**src/rtl/uart_pkg.sv**
```systemverilog
// uart_pkg: bit timing helpers and FSM encoding shared by the UART receiver and transmitter
package uart_pkg;
    typedef enum logic [1:0] {IDLE, START, DATA, STOP} uart_state_t;

    function automatic int bit_cycles(input int freq_mhz, input int bauds);
        return freq_mhz * 1000000 / bauds;
    endfunction

    function automatic int half_cycles(input int freq_mhz, input int bauds);
        return bit_cycles(freq_mhz, bauds) / 2;
    endfunction
endpackage

```
**src/rtl/uart_rx_fifo_if.sv**
```systemverilog
// uart_rx_fifo_if: serial line plus byte consumer handshake of the receiver FIFO
interface uart_rx_fifo_if;
    logic       rx;
    logic       rd;
    logic       valid;
    logic [7:0] rx_data;
    logic       frame_err;
    logic       overrun;
    modport master (output rx, rd, input valid, rx_data, frame_err, overrun);
    modport slave (input rx, rd, output valid, rx_data, frame_err, overrun);
endinterface

```
**src/rtl/sync_fifo.sv**
```systemverilog
// sync_fifo: register-based FIFO with wrap-bit pointers; push on full is accepted only alongside a pop
module sync_fifo #(
    parameter int WIDTH      = 8,
    parameter int DEPTH_LOG2 = 2
) (
    input  logic             clk,
    input  logic             resetq,
    input  logic             push,
    input  logic             pop,
    input  logic [WIDTH-1:0] wdata,
    output logic [WIDTH-1:0] rdata,
    output logic             full,
    output logic             empty
);
    localparam int DEPTH = 1 << DEPTH_LOG2;

    logic [WIDTH-1:0]  mem [DEPTH];
    logic [DEPTH_LOG2:0] wp, rp;
    logic do_push, do_pop;

    assign empty   = wp == rp;
    assign full    = (wp[DEPTH_LOG2] != rp[DEPTH_LOG2]) && (wp[DEPTH_LOG2-1:0] == rp[DEPTH_LOG2-1:0]);
    assign do_pop  = pop && !empty;
    assign do_push = push && (!full || do_pop);
    assign rdata   = mem[rp[DEPTH_LOG2-1:0]];

    // Pointer advance and storage write; reset clears storage so the head reads zero when empty
    always_ff @(posedge clk) begin
        if (!resetq) begin
            wp <= '0;
            rp <= '0;
            for (int i = 0; i < DEPTH; i++) mem[i] <= '0;
        end else begin
            if (do_push) begin
                mem[wp[DEPTH_LOG2-1:0]] <= wdata;
                wp <= wp + 1'b1;
            end
            if (do_pop) rp <= rp + 1'b1;
        end
    end
endmodule

```
**src/rtl/uart_rx_fifo.sv**
```systemverilog
// uart_rx_fifo: 8N1 UART receiver writing complete bytes into a small FIFO
module uart_rx_fifo
    import uart_pkg::*;
#(
    parameter int FREQ_MHZ   = 12,
    parameter int BAUDS      = 1200,
    parameter int DEPTH_LOG2 = 2
) (
    input logic           clk,
    input logic           resetq,
    uart_rx_fifo_if.slave bus
);
    localparam int BIT  = bit_cycles(FREQ_MHZ, BAUDS);
    localparam int HALF = half_cycles(FREQ_MHZ, BAUDS);
    localparam int TW   = $clog2(BIT);

    if (BIT < 2) begin : g_bad_bit
        $error("uart_rx_fifo: fewer than 2 clock cycles per bit");
    end

    logic          r0, rs;
    uart_state_t   state;
    logic [TW-1:0] timer;
    logic [2:0]    idx;
    logic [7:0]    shreg;
    logic          armed;
    logic          fe_q, ovr_q;
    logic          full, empty;
    logic          expire, stop_ok, pop, push;

    assign expire        = timer == '0;
    assign stop_ok       = state == STOP && expire && rs;
    assign pop           = bus.rd && !empty;
    assign push          = stop_ok && (!full || pop);
    assign bus.valid     = !empty;
    assign bus.frame_err = fe_q;
    assign bus.overrun   = ovr_q;

    // Two-flop synchronizer for the asynchronous line, idle high
    always_ff @(posedge clk) begin
        if (!resetq) {r0, rs} <= 2'b11;
        else {r0, rs} <= {bus.rx, r0};
    end

    // Receive FSM; armed records that the line was seen high in IDLE, so a start needs a real falling edge
    always_ff @(posedge clk) begin
        if (!resetq) begin
            state <= IDLE;
            timer <= '0;
            idx   <= '0;
            shreg <= '0;
            armed <= 1'b0;
            fe_q  <= 1'b0;
            ovr_q <= 1'b0;
        end else begin
            fe_q  <= 1'b0;
            ovr_q <= 1'b0;
            if (state != IDLE && !expire) timer <= timer - 1'b1;
            case (state)
                IDLE: begin
                    armed <= rs;
                    if (armed && !rs) begin
                        timer <= TW'(HALF - 1);
                        state <= START;
                    end
                end
                START: if (expire) begin
                    if (rs) state <= IDLE;
                    else begin
                        timer <= TW'(BIT - 1);
                        idx   <= '0;
                        state <= DATA;
                    end
                end
                DATA: if (expire) begin
                    shreg[idx] <= rs;
                    idx        <= idx + 1'b1;
                    timer      <= TW'(BIT - 1);
                    if (idx == 3'd7) state <= STOP;
                end
                STOP: if (expire) begin
                    state <= IDLE;
                    fe_q  <= !rs;
                    ovr_q <= rs && !push;
                end
                default: state <= IDLE;
            endcase
        end
    end

    sync_fifo #(.WIDTH(8), .DEPTH_LOG2(DEPTH_LOG2)) u_fifo (
        .clk   (clk),
        .resetq(resetq),
        .push  (push),
        .pop   (pop),
        .wdata (shreg),
        .rdata (bus.rx_data),
        .full  (full),
        .empty (empty)
    );
endmodule

```
**src/flat_wrapper.sv**
```systemverilog
// flat-port wrapper written by rule: the top's interface ports become plain ports
module uart_rx_fifo_flat import uart_pkg::*;
#(
    parameter int FREQ_MHZ   = 12,
    parameter int BAUDS      = 1200,
    parameter int DEPTH_LOG2 = 2
)
  (clk, resetq, bus_rx, bus_rd, bus_valid, bus_rx_data, bus_frame_err, bus_overrun);
  uart_rx_fifo_if bus_i ();
  input logic clk;
  input logic resetq;
  input wire logic [$bits(bus_i.rx)-1:0] bus_rx;
  input wire logic [$bits(bus_i.rd)-1:0] bus_rd;
  output wire logic [$bits(bus_i.valid)-1:0] bus_valid;
  output wire logic [$bits(bus_i.rx_data)-1:0] bus_rx_data;
  output wire logic [$bits(bus_i.frame_err)-1:0] bus_frame_err;
  output wire logic [$bits(bus_i.overrun)-1:0] bus_overrun;
  assign bus_i.rx = bus_rx;
  assign bus_i.rd = bus_rd;
  assign bus_valid = bus_i.valid;
  assign bus_rx_data = bus_i.rx_data;
  assign bus_frame_err = bus_i.frame_err;
  assign bus_overrun = bus_i.overrun;
  uart_rx_fifo #(.FREQ_MHZ(FREQ_MHZ), .BAUDS(BAUDS), .DEPTH_LOG2(DEPTH_LOG2)) u_core (.clk(clk), .resetq(resetq), .bus(bus_i));
endmodule
```
**config.mk**
```make
export PLATFORM = sky130hd
export DESIGN_NAME = uart_rx_fifo_flat
export DESIGN_NICKNAME = d
export VERILOG_FILES = /design/src/rtl/uart_pkg.sv /design/src/rtl/uart_rx_fifo_if.sv /design/src/rtl/sync_fifo.sv /design/src/rtl/uart_rx_fifo.sv /design/src/flat_wrapper.sv
export SDC_FILE = /design/constraint.sdc
export NUM_CORES = 1
export LEC_CHECK = 0
export CORE_AREA = 2 2 82 84
export CTS_CLUSTER_SIZE = 28
export DETAILED_ROUTE_END_ITERATION = 12
export DIE_AREA = 0 0 84 86
export PLACE_DENSITY = 0.9
export REMOVE_ABC_BUFFERS = 1
export SYNTH_ARGS = -nofsm -noshare
export SYNTH_HDL_FRONTEND = slang
export SYNTH_HIERARCHICAL = 1
export SYNTH_SLANG_ARGS = --single-unit
```
**constraint.sdc**
```tcl
create_clock -name clk -period 4.5 [get_ports clk]
set_input_delay 0.9 -clock clk [delete_from_list [all_inputs] [get_ports clk]]
set_output_delay 0.9 -clock clk [all_outputs]
set_load 0.02 [all_outputs]
```
After elaboration in Yosys (flattened, before gate mapping). Memory sizes are Yosys's and may differ from the RTL's. A register that Yosys moved wholly into a read port is not among the register bits. Cells that the tools add are included.

Add/subtract/negate cells: 4. $lt $le $gt $ge: 2. Equality and inequality tests: 13. Multiplexer cells: 29. Reductions and logical operators: 27.

Operators with widths (count): 2-to-1 mux 14 bit (5); case mux 14 bit (3 select lines) (1); 2-to-1 mux 2 bit (9); zero test 14 bit (1); subtractor 14 x 1 -> 14 bit (second input constant) (1); logical AND 1 bit (11); != test 2 x 1 -> 1 bit (second input constant) (5); adder 3 x 1 -> 3 bit (second input constant) (3); 2-to-1 mux 3 bit (3); bitwise mux 8 bit (1); 2-to-1 mux 8 bit (1); case mux 2 bit (4 select lines) (1); OR reduction 8 bit (1); 2-to-1 mux 1 bit (6); case mux 3 bit (2 select lines) (1); zero test 1 bit (5); AND reduction 5 bit (1); equality test 2 bit (second input constant) (2); less-than comparator 3 x 4 -> 1 bit (second input constant) (1); AND reduction 4 bit (1); nonzero test 2 bit (2); demux 1 bit (select 3 bit) (1); equality test 3 bit (1); equality test 3 bit (second input constant) (1); 9 further kinds (10).

Flip-flop bits (word level): 38. Bits in writable memories: 32. Bits of input ports: 4. Output and inout bits: 11. Logic and storage cells: 87. Memories kept: 1.

Memory list: u_core.u_fifo.mem (depth 4, bits a word 8, read ports 1, clocked after memory_dff 1, wr ports 4, RTL line sync_fifo.sv:17) `logic [WIDTH-1:0] mem [DEPTH];`.

Longest topological paths before layout. Gate-level depths: netlist of run 1.

Word-level depth: 11. Depth in mapped cells: 12. Gate-level depth less buffers: 9.

Modules after synthesis. Netlist of run 1, hierarchy kept.

Modules (own cells, without submodules): sync_fifo (times used 1, cells an instance 147, area an instance 2031.9 µm², seq. area each 1121.1 µm²); uart_rx_fifo (times used 1, cells an instance 209, area an instance 1706.6 µm², seq. area each 640.6 µm²).

Worst setup path after synthesis of run 1. Ideal clock, no wire load.

Kind: flip-flop to flip-flop. Start: reg u_core.timer[0]. End: mem u_core.u_fifo.mem[0][0], enable pin. Setup time: 387 ps. Arrival: 3125 ps. Data required time: 4113 ps. Setup slack: 988 ps. Stages on the path, launching flop included: 12. Clock period less this slack: 3512 ps. Path through: dfxtp_1 -> inv_1 -> ha_1 -> or4b_1 -> buf_6 -> nor4_1 -> nand3_1 -> a21oi_1 -> nand2_1 -> a41o_1 -> buf_6 -> o31ai_1.

RTL lines: start, declared (RTL line uart_rx_fifo.sv:23) `logic [TW-1:0] timer;`; start signal, assigned (RTL line uart_rx_fifo.sv:58) `if (state != IDLE && !expire) timer <= timer - 1'b1;`; start signal, assigned (RTL line uart_rx_fifo.sv:63) `timer <= TW'(HALF - 1);`; start signal, assigned (RTL line uart_rx_fifo.sv:70) `timer <= TW'(BIT - 1);`; end, declared (RTL line sync_fifo.sv:17).

==> run summary, run 1 <==
ANT cells: 0
kind of critical path: flip-flop to flip-flop
Syn Inst Count: 356
max_cap viols: 0
Avg Vias per Cell: 6.19
leak pwr: 1.41 nW
vias in the first global route: 2724
RSZ-0062 raised after global routing: no
register area share after synthesis: 0.471
Worst VDD drop: 0.000256 V
number of synthesized register bits: 72
worst hold path endpoint: u_core/rs
min-delay worst type: flip-flop to flip-flop
Power Density: 352 nW/um2
Vias: 2766
Initial Util: 0.596
share of cells above drive strength 1: 0.168
r2r worst-path depth: 10
post-CTS resize count: 0
DRT Pass-1 Iters: 5
Setup crit end kind: flip-flop
Starting DRT DRC Count: 222
clk_lat worst skew: 360 ps
ANT nets after route: 0
Clock Skew: 12.8 ps
gpl congestion: 0.943
TritonCTS Buffers: 9
root buffer cell: clkbuf_8
# rows: 29
hold wc startpoint: u_core/r0
GRT overflow: 0
CP Max Fanout: 7
Finish-stage setup viols: 0
syn_area_per_cell: 10.5 um2
Layout area overhead: 8.47%
largest net degree at the start of global routing: 30
Setup TNS: 0 ps
CP startpoint kind: flip-flop
Hold-fix buffers, CTS: 0
commonest non-fill, non-tap cell in the layout: dfxtp_1
minimum clock period: 3790 ps
hold_ws: 419 ps
Post-synth EDFFs: 32
Synth Cell Area: 3740 um2
detailed placement HPWL: 5350 um
core footprint: 6280 um2
slew margin rel.: 0.0633
Synth Flop Type: dfxtp_1
Min-Delay Path Depth: 1
CTS tree: built
Worst Path Required: 4580 ps
worst-margin pin slew: 1370 ps
Final period util: 0.843
die outline width: 84 um
Clock Sinks: 72
Yosys warning total: 6
final WL: 7670 um
reg2reg start: u_core/timer[0]
Design Area, Final: 4060 um2
global-route wire length before repair: 12800 um
gr usage total: 0.227
Final Max Tran Viols: 0
Final Util: 0.646
R2R setup slack: 710 ps
dpl cell area: 3870 um2
fmax: 0.264 GHz
library cells used by synthesis: 57
Reg clk slew, reported paths: 80 ps
die area: 7220 um2
Clock H-tree levels: 3
# DRC: 0
chip height: 86 um
Crit path arrival time: 3870 ps
initial antenna violation count: 0
wire length per cell: 17.2 um
status: completed
postcts setup bufs: 0
io pins: 15
Worst R2R End: u_core/u_fifo/mem[2][2]
Port Buffers: 14
clk buf depth: 2
most frequent cells in the layout: 40 x dfxtp_1, 35 x nand2_1, 34 x nor2_1, 32 x edfxtp_1
fin nets: 375
ys async rst share: 0
Fin. Hold Viols: 0
==> worst max-delay path, stage by stage (launching register included) <==
cell,delay (ps)
dfxtp_1,340
inv_1,150
ha_1,200
or4b_1,630
nor4_1,660
nand3_1,210
a21oi_1,290
nand2_1,90
a41o_1,250
o21ai_0,450
buf_4,240
==> cells by family (layout without fill, tap and decap cells) <==
kind of cell | count (synthesis) | count (layout) | share of synthesized area
xor gates and xnor gates | 17 | 17 | 0.0398
muxes | 22 | 22 | 0.0857
DFF | 72 | 72 | 0.471
and+or+nand+nor | 159 | 159 | 0.252
adders and majority gates | 6 | 6 | 0.0201
buffers and inverters | 39 | 53 | 0.0572
AOI/OAI and AO/OA | 41 | 41 | 0.0736
==> sequential cells by signal (all words and copies together) (netlist names), named ones only <==
register	cells
u_core/rs	1
u_core/idx	3
u_core/bus.frame_err	1
u_core/u_fifo/rp	3
u_core/shreg	8
u_core/timer	14
u_core/u_fifo/wp	3
u_core/armed	1
u_core/bus.overrun	1
u_core/state	1
u_core/u_fifo/mem	32
u_core/r0	1
==> Yosys cell counts (all sizes together), types with 2 or more instances <==
master / instances / area (um2)
mux2i: 14 / 140
a21oi: 9 / 48.8
xnor2: 6 / 52.6
edfxtp: 32 / 961
nor4: 20 / 193
dfxtp: 40 / 801
buf: 13 / 116
nor3: 25 / 205
xor2: 11 / 96.3
or2: 2 / 12.5
or4: 2 / 18.8
nand3: 13 / 65.1
clkbuf: 9 / 33.8
nand4: 8 / 50.1
o21ai: 13 / 65.1
ha: 6 / 75.1
nor2: 34 / 128
o31ai: 2 / 15.0
and2: 2 / 12.5
nand2: 35 / 131
inv: 16 / 60.1
a31oi: 4 / 25.0
mux4: 8 / 180
nand2b: 10 / 62.6
==> how the worst max path moves through the flow <==
stage | from | to | slack (ps) | cells past startpoint
after floorplan | u_core/timer[0] | u_core/u_fifo/mem[0][0] | 490 | 9
after global placement | u_core/timer[0] | u_core/u_fifo/mem[0][4] | 1020 | 11
after detailed placement | u_core/timer[0] | u_core/u_fifo/mem[2][3] | 780 | 10
after CTS | u_core/timer[0] | u_core/u_fifo/mem[2][2] | 760 | 10
after global routing | u_core/timer[0] | u_core/u_fifo/mem[2][2] | 450 | 10
final | u_core/timer[0] | u_core/u_fifo/mem[2][2] | 710 | 10
==> routing by layer <==
layer  wire (um)  GRT usage
met1        3150      0.264
met5           0          0
met2        3880      0.389
met3         481     0.0683
met4         158      0.106
==> layout make-up <==
| cell class | count | area, um2 |
|---|---|---|
| Multi-Input combinational cell | 245 | 1760 |
| Inverter | 17 | 63.8 |
| Tap cell | 77 | 96.3 |
| Clock buffer | 9 | 124 |
| Clock inverter | 7 | 61.3 |
| Sequential cell | 72 | 1760 |
| Fill cell | 485 | 2220 |
| Timing Repair Buffer | 20 | 185 |
==> through the flow <==
| stage | total power [mW] | instances | setup slack (ps) |
|---|---|---|---|
| final | 1.43 | 447 | 709 |
| after global routing | 1.49 | 447 | 449 |
| after CTS | 1.44 | 447 | 759 |
| after detailed placement | 0.952 | 431 | 779 |
| after global placement | 0.944 | 431 | 1020 |
| after floorplan | 0.891 | 334 | 492 |
==> power by group <==
group | internal, mW | total (mW) | switching, mW
Sequential | 0.704 | 0.725 | 0.0209
Combinational | 0.0760 | 0.222 | 0.146
Clock | 0.210 | 0.482 | 0.272
Total | 0.990 | 1.43 | 0.439
(Power assumes the default switching activity.)
==> inputs of run 2 (changes only) <==
CORE_AREA = 2 2 86 88   (was 2 2 82 84)
DIE_AREA = 0 0 88 90   (was 0 0 84 86)
PLACE_DENSITY = 0.86   (was 0.9)
clock period = 3.3 ns   (was 4.5 ns; I/O delays follow)
==> run 2 against run 1 <==
  * Sequential cell count stayed put
  * First-iteration DRC count is 1.4% higher
  * Sequential power is 36% higher
  * Clock skew hardly changed
  * Via count is 0.90% higher
  * Sequential share of layout area is 1.5 points lower
  * Wire length is 0.23% higher
  * Largest power group unchanged
  * Highest routed layer unchanged
==> run summary, run 2 (same netlist as run 1, synthesis figures left out) <==
status: completed
Setup crit end kind: flip-flop
postcts setup bufs: 0
Starting DRT DRC Count: 225
minimum clock period: 3090 ps
Worst Path Required: 3360 ps
detailed placement HPWL: 5440 um
Most flops, register: u_core/u_fifo/mem
gpl congestion: 0.911
crit-path max cell delay: 460 ps
# DRC: 0
max reg flops: 32
slowest CP cell: or4b_1
min-delay worst type: flip-flop to flip-flop
Power Density: 509 nW/um2
CP startpoint kind: flip-flop
Avg Vias per Cell: 5.84
chip height: 90 um
ANT cells: 0
hold wc startpoint: u_core/r0
global-route wire length before repair: 12700 um
CP Max Fanout: 8
Crit path arrival time: 3160 ps
root buffer cell: clkbuf_8
TritonCTS Buffers: 9
fmax: 0.323 GHz
gr usage total: 0.204
RSZ-0062 raised after global routing: no
Initial Util: 0.533
commonest non-fill, non-tap cell in the layout: dfxtp_1
GRT overflow: 0
Clock H-tree levels: 3
Fin. Hold Viols: 0
die area: 7920 um2
reg2reg start: u_core/timer[0]
hold_ws: 412 ps
sequential cell area: 1760 um2
kind of critical path: flip-flop to flip-flop
slew margin rel.: 0.441
DRT Pass-1 Iters: 5
CTS tree: built
fill count: 564
Hold-fix buffers, CTS: 0
ANT nets after route: 0
Final Max Tran Viols: 0
R2R setup slack: 210 ps
Pwr Total: 2.14 mW
vias in the first global route: 2727
core footprint: 7020 um2
fin nets: 384
Vias: 2791
Layout area overhead: 12.3%
# rows: 31
clk_lat worst skew: 350 ps
worst-margin pin slew: 827 ps
initial antenna violation count: 0
clk buf depth: 2
Clock Skew: 12.8 ps
final WL: 7690 um
post-CTS resize count: 0
Worst Setup SP: u_core/timer[0]
worst path cell trace: inv_1 -> ha_1 -> or4b_1 -> nor4_1 -> nand3_1 -> a21oi_1 -> nand2_1 -> a41o_1 -> o31ai_1 -> buf_4
io pins: 15
Design Area, Final: 4200 um2
max_cap viols: 0
Clock Sinks: 72
Finish-stage setup viols: 0
multi-input logic area: 1760 um2
Setup TNS: 0 ps
Worst VDD drop: 0.000315 V
Reg clk slew, reported paths: 70 ps
die outline width: 88 um
most frequent cells in the layout: 40 x dfxtp_1, 35 x nand2_1, 34 x nor2_1, 32 x edfxtp_1
leak pwr: 1.49 nW
largest net degree at the start of global routing: 30
wire length per cell: 16.1 um
dpl cell area: 3970 um2
share of cells above drive strength 1: 0.182
Final period util: 0.938
Port Buffers: 14
biggest regs: u_core/u_fifo/mem: 32 flops, u_core/timer: 14 flops, u_core/shreg: 8 flops
## run 2: cell types whose count changed in the layout (fill, tap and decap cells not counted)
cell,delta
inv_8,-1
buf_4,+9
inv_6,-3
clkinvlp_4,-2
bufinv_16,+3
clkinv_1,+1
clkbuf_1,+1
clkinv_2,+1
## run 2: final timing paths
| path | end | cells after the start |
|---|---|---|
| max | u_core/u_fifo/mem[0][3] | 10 |
| max reg2reg | u_core/u_fifo/mem[0][3] | 10 |
| min reg2reg | u_core/rs | 1 |
| min | u_core/rs | 1 |
## run 2: metrics by stage
stage	setup WS, ps	util	instances
finish	205	0.598	478
global route	22.2	0.598	478
CTS	252	0.598	478
detailed placement	270	0.565	462
global placement	396	0.565	462
floorplan	-708	-	334
## run 2: worst max-delay path: cells and delay by family, from the launching register on
| kind | cells | cell delay (ps) |
|---|---|---|
| compound gates | 3 | 770 |
| fa+ha+maj | 1 | 200 |
| buf+inv | 2 | 360 |
| flops | 1 | 330 |
| simple gates | 4 | 1150 |
## run 2: metal layers
layer	GRT usage	up-vias	share of wire
met3	0.0468	20	0.052
met4	0.0679	0	0.019
li1	-	1335	-
met1	0.253	1341	0.42
met2	0.347	95	0.51
met5	0	-	0
## run 2: cell type report
type                       instances  area share
clock buffer                      10      0.0304
sequential                        72       0.419
tap                               99      0.0295
multi-input combinational        245       0.420
inverter                          17      0.0152
timing repair buffer              29      0.0602
clock inverter                     6      0.0256
## run 2: where the power goes
part	internal, mW	switching, mW	leakage [nW]	total [mW]
Sequential	0.960	0.0239	0.654	0.984
Clock	0.500	0.326	0.118	0.826
Combinational	0.119	0.208	0.715	0.327
Total	1.58	0.558	1.49	2.14
